`src/rtl/adc_avg_fifo.sv`:
```
`default_nettype none
// ============================================================================
// Module      : adc_avg_fifo
// Description : Averages 2^AVG_LOG2 ADC samples into a truncated mean and
//               queues each mean in a DEPTH-entry show-ahead FIFO.
//               Optional macro ADC_AVG_DROPCNT_EN adds a saturating drop_count.
// Revision    : 1.0 - initial release
// ============================================================================
module adc_avg_fifo #(
    parameter int AVG_LOG2 = 2,
    parameter int DEPTH    = 8
) (
    input  logic                     clk,
    input  logic                     reset,
    input  logic [11:0]              sample_in,
    input  logic                     sample_valid,
    input  logic                     flush,
    input  logic                     rd_en,
    output logic [11:0]              rd_data,
    output logic                     empty,
    output logic                     full,
    output logic [$clog2(DEPTH):0]   level,
    output logic                     overflow
`ifdef ADC_AVG_DROPCNT_EN
    ,
    output logic [15:0]              drop_count
`endif
);

    localparam int c_PTR_W = $clog2(DEPTH);
    localparam int c_LVL_W = c_PTR_W + 1;
    localparam logic [c_LVL_W-1:0] c_FULL_LVL = c_LVL_W'(DEPTH);

    logic        w_offer;
    logic [11:0] w_mean;

    if (AVG_LOG2 == 0) begin : g_pass
        assign w_offer = sample_valid & ~flush & ~reset;
        assign w_mean  = sample_in;
    end else begin : g_avg
        localparam int c_CNT_W = AVG_LOG2;
        logic [11+AVG_LOG2:0] r_acc;
        logic [11+AVG_LOG2:0] w_sum;
        logic [c_CNT_W-1:0]   r_cnt;
        logic                 w_last;

        // Accumulator is 12+AVG_LOG2 bits wide, so the full sum always fits.
        assign w_sum   = r_acc + {{AVG_LOG2{1'b0}}, sample_in};
        assign w_last  = &r_cnt;
        assign w_offer = sample_valid & ~flush & ~reset & w_last;
        assign w_mean  = w_sum[11+AVG_LOG2:AVG_LOG2];

        always_ff @(posedge clk) begin
            if (reset || flush) begin
                r_acc <= '0;
                r_cnt <= '0;
            end else if (sample_valid) begin
                if (w_last) begin
                    r_acc <= '0;
                    r_cnt <= '0;
                end else begin
                    r_acc <= w_sum;
                    r_cnt <= r_cnt + c_CNT_W'(1);
                end
            end
        end
    end

    logic [11:0]        r_mem [DEPTH];
    logic [c_PTR_W-1:0] r_wr_ptr;
    logic [c_PTR_W-1:0] r_rd_ptr;
    logic [c_PTR_W-1:0] w_rd_ptr_nxt;
    logic [c_LVL_W-1:0] r_level;
    logic [11:0]        r_rd_data;
    logic               r_overflow;
    logic               w_pop_ok;
    logic               w_push_ok;
    logic               w_drop;

    assign w_pop_ok     = rd_en & ~flush & ~reset & (r_level != '0);
    assign w_push_ok    = w_offer & ((r_level != c_FULL_LVL) | w_pop_ok);
    assign w_drop       = w_offer & ~w_push_ok;
    assign w_rd_ptr_nxt = r_rd_ptr + c_PTR_W'(1);

    always_ff @(posedge clk) begin
        if (w_push_ok) begin
            r_mem[r_wr_ptr] <= w_mean;
        end
    end

    always_ff @(posedge clk) begin
        if (reset) begin
            r_wr_ptr   <= '0;
            r_rd_ptr   <= '0;
            r_level    <= '0;
            r_rd_data  <= '0;
            r_overflow <= 1'b0;
        end else if (flush) begin
            r_wr_ptr <= '0;
            r_rd_ptr <= '0;
            r_level  <= '0;
        end else begin
            if (w_push_ok) r_wr_ptr <= r_wr_ptr + c_PTR_W'(1);
            if (w_pop_ok)  r_rd_ptr <= w_rd_ptr_nxt;
            if (w_drop)    r_overflow <= 1'b1;

            // rd_data is registered, so it is loaded with the entry that
            // becomes the head after this edge; it holds when nothing replaces it.
            case ({w_push_ok, w_pop_ok})
                2'b10: begin
                    r_level <= r_level + c_LVL_W'(1);
                    if (r_level == '0) r_rd_data <= w_mean;
                end
                2'b01: begin
                    r_level <= r_level - c_LVL_W'(1);
                    if (r_level != c_LVL_W'(1)) r_rd_data <= r_mem[w_rd_ptr_nxt];
                end
                2'b11: begin
                    if (r_level == c_LVL_W'(1)) r_rd_data <= w_mean;
                    else                        r_rd_data <= r_mem[w_rd_ptr_nxt];
                end
                default: ;
            endcase
        end
    end

`ifdef ADC_AVG_DROPCNT_EN
    logic [15:0] r_drop_count;

    always_ff @(posedge clk) begin
        if (reset) begin
            r_drop_count <= '0;
        end else if (w_drop && (r_drop_count != 16'hFFFF)) begin
            r_drop_count <= r_drop_count + 16'd1;
        end
    end

    assign drop_count = r_drop_count;
`endif

    assign rd_data  = r_rd_data;
    assign level    = r_level;
    assign empty    = (r_level == '0);
    assign full     = (r_level == c_FULL_LVL);
    assign overflow = r_overflow;

endmodule
`default_nettype wire

```
`config.mk`:
```
export PLATFORM = sky130hd
export DESIGN_NAME = adc_avg_fifo
export DESIGN_NICKNAME = d
export VERILOG_FILES = /design/src/rtl/adc_avg_fifo.sv
export SDC_FILE = /design/constraint.sdc
export NUM_CORES = 1
export LEC_CHECK = 0
export ABC_AREA = 1
export ABC_CLOCK_PERIOD_IN_PS = 2900
export CAP_MARGIN = 25
export CORE_ASPECT_RATIO = 0.8
export CORE_MARGIN = 2
export CORE_UTILIZATION = 50
export CTS_CLUSTER_DIAMETER = 50
export DETAILED_ROUTE_END_ITERATION = 12
export PLACE_DENSITY = 0.78
export SLEW_MARGIN = 15
export SYNTH_ARGS = -nofsm -noshare
export SYNTH_HDL_FRONTEND = slang
export SYNTH_SLANG_ARGS = --single-unit
```
`constraint.sdc`:
```
create_clock -name clk -period 2.9 [get_ports clk]
set_clock_uncertainty 0.15 [all_clocks]
set_input_delay 0.58 -clock clk [delete_from_list [all_inputs] [get_ports clk]]
set_output_delay 0.58 -clock clk [all_outputs]
set_load 0.1 [all_outputs]
```
==> run metrics <==
adder and majority cell fraction of the synthesized area 0.0389; area share of and/or/nand/nor cells after synthesis 0.267; DIE AREA roughly 0.014 sq mm; port bufs 35; row cnt 37; synth warn 0; iteration count of the initial detailed-routing pass 5; first-pass GRT wire length between 20000 and 25000 microns; peak supply drop 444 uV; Avg Inst Size Synth slightly below 9 sq um; WP data arrival between 2 and 3 ns; largest net degree at the start of global routing about 50; worst-skew pair later-pin latency about 0.42 ns; Die H 107 microns; initial core utilization 0.513; CTS resizes 0; vias in the first global route 4886; core box area 0.0129 sq mm; flop2flop setup slack between 0.5 and 0.6 ns; final hold slack roughly 0.32 ns; via count 5232; Num Clock Sinks 135; DP HPWL approximately 9400 microns; cts hold-fix bufs 0; max_cap viols 0; RSZ-0062 raised after global routing false; Placement Cell Area slightly above 0.007 sq mm; status complete, no violations; final slew viol count 0; post-route cell area around 0.0078 sq mm; I/O pins 36; pwr/cell area approximately 570 mW/mm^2; Total Wirelength 15300 microns; post-synthesis mux area share 0; H-tree levels 4; WP data required 3.09 ns; LEAKAGE 0.00323 uW; sequential element share of the synthesized area 0.553; syn nets between 700 and 800; Remaining Overflow, GRT 0; CP max FO 9; most frequent cells in the layout 217 x nand2_1, 96 x edfxtp_1, 86 x nor2_1; final worst path period share 0.843; root buffer cell clkbuf_16; crit end category flip-flop; WHS Path Cells 2; DRT iter0 DRCs around 490; initial antenna violation count 0; Slew headroom 0.397; wire per inst between 15 and 20 microns; Fill cells ~1100; R2R depth 10; die width about 130 microns; Post-Syn Instances between 700 and 800; # setup viols final 0; CTS tree built; Worst Tran Pin Value approximately 0.9 ns; Hold Fails Final Rpt 0; DRC errors left 0; # diodes 0; most common cell after layout, fill and taps aside nand2_1; area delta synth->final 18.3%; synthesized flop and latch total 135; # nets final 833; min-delay worst type flip-flop to flip-flop; post-synth design cell area 0.00662 sq mm; Period minus WS final 2.45 ns; Tot GR Track Use 0.225; Vias/cell approximately 5.3; post-synthesis compound-gate area fraction 0.0661; Final ANT Viol Nets 0; FMAX about 0.4 GHz; fraction of layout cells with a size suffix above 1 0.136; total CTS buffers 17; CP Launch Type input pin; routability cong. between 0.8 and 0.9; critical path type input pin to flip-flop; CTS Buffer Depth 2; combinational family with the most area after synthesis simple AND/OR/NAND/NOR gates; Post-CTS Setup Bufs 0; fraction of synthesized cell area in xor and xnor cells 0.0130; Netlist cell types 34; Clk pin slew, worst setup/hold paths around 0.060 ns
## layer usage
| metal | vias up | GRT usage | wire length [microns] |
|---|---|---|---|
| met5 | - | 0 | 0 |
| li1 | 2558 | - | - |
| met1 | 2417 | 0.305 | 6760 |
| met3 | 39 | 0.0492 | 1310 |
| met4 | 0 | 0.0853 | 309 |
| met2 | 218 | 0.358 | 6930 |
## sequential cells by signal, indices dropped and copies added (netlist names)
| signal | flops |
|---|---|
| r_mem | 96 |
| g_avg.r_acc | 14 |
| rd_data | 12 |
| level | 4 |
| r_rd_ptr | 3 |
| r_wr_ptr | 3 |
| g_avg.r_cnt | 2 |
| overflow | 1 |
## logic make-up (layout without fill, tap and decap cells)
group | Yosys count | count (layout)
AOI/OAI and AO/OA | 77 | 77
buffers and inverters | 94 | 161
DFF | 135 | 135
xor gates and xnor gates | 9 | 9
adders and majority gates | 20 | 20
and+or+nand+nor | 407 | 407
## layout make-up
class	count	area (sq um)	area share
Multi-Input combinational cell	513	2550	0.325
Inverter	69	264	0.0337
Timing Repair Buffer	60	553	0.0706
Clock inverter	9	60.1	0.00767
Clock buffer	23	522	0.0666
Tap cell	175	219	0.0280
Sequential cell	135	3670	0.468
## path summary, 6_finish.rpt
path                               startpoint                           to
setup reg to reg        level[0]$_SDFFE_PP0P_        r_mem[3][8]$_DFFE_PP_
setup / recovery                 sample_in[0]  g_avg.r_acc[6]$_SDFFE_PP0P_
hold / removal    g_avg.r_acc[0]$_SDFFE_PP0P_  g_avg.r_acc[0]$_SDFFE_PP0P_
hold reg to reg   g_avg.r_acc[0]$_SDFFE_PP0P_  g_avg.r_acc[0]$_SDFFE_PP0P_
## worst max-delay path, cell delays in order
cell and delay [ns]:
clkdlybuf4s50_1 0.40, ha_1 0.24, fa_1 0.40, nand3_1 0.11, nand3_1 0.17, nand2_1 0.13, nand2_1 0.05, nand2_1 0.06
and2_1 0.27, nand2_1 0.10, a21oi_1 0.13
## cell usage after synthesis
| master | count | area [sq um] |
|---|---|---|
| nand2_1 | 217 | 815 |
| edfxtp_1 | 96 | 2880 |
| nor2_1 | 86 | 323 |
| nand3_1 | 70 | 350 |
| inv_1 | 63 | 236 |
| dfxtp_1 | 39 | 781 |
| a21oi_1 | 34 | 170 |
| o21ai_0 | 29 | 145 |
| ha_1 | 19 | 238 |
| buf_2 | 12 | 60.1 |
| and2_1 | 8 | 50.1 |
| a21oi_2 | 7 | 61.3 |
| clkbuf_1 | 7 | 26.3 |
| xor2_1 | 7 | 61.3 |
| nand4_1 | 6 | 37.5 |
| nor2_2 | 6 | 37.5 |
| inv_2 | 5 | 18.8 |
| nand3b_1 | 5 | 37.5 |
| nand3_4 | 4 | 70.1 |
| buf_4 | 3 | 22.5 |
| a211oi_1 | 2 | 15.0 |
| buf_6 | 2 | 22.5 |
| nand2_2 | 2 | 12.5 |
| nor2_4 | 2 | 22.5 |
| o21ai_2 | 2 | 17.5 |
| a21oi_4 | 1 | 16.3 |
| buf_8 | 1 | 15.0 |
| clkinv_4 | 1 | 8.76 |
| fa_1 | 1 | 20.0 |
| nand3_2 | 1 | 10.0 |
| o21a_1 | 1 | 7.51 |
| o21ai_1 | 1 | 5.00 |
| xnor2_1 | 1 | 8.76 |
| xnor2_2 | 1 | 16.3 |
## power breakdown
group / total [uW] / internal, uW / switching, uW
clock: 2090 / 1270 / 816
combinational: 254 / 85.7 / 168
sequential: 2100 / 2100 / 5.26
## through the flow
stage	TNS, ns	cells	total power (uW)	util	setup slack (ns)
finish	0	984	4440	0.607	0.454
global route	0	984	4560	0.607	0.273
CTS	0	984	4450	0.607	0.481
detailed placement	0	952	2390	0.561	0.0606
global placement	0	952	2390	0.561	0.110
floorplan	-2.30	742	2290	-	-0.0479
Note: power is estimated with default switching activity, not from simulation.
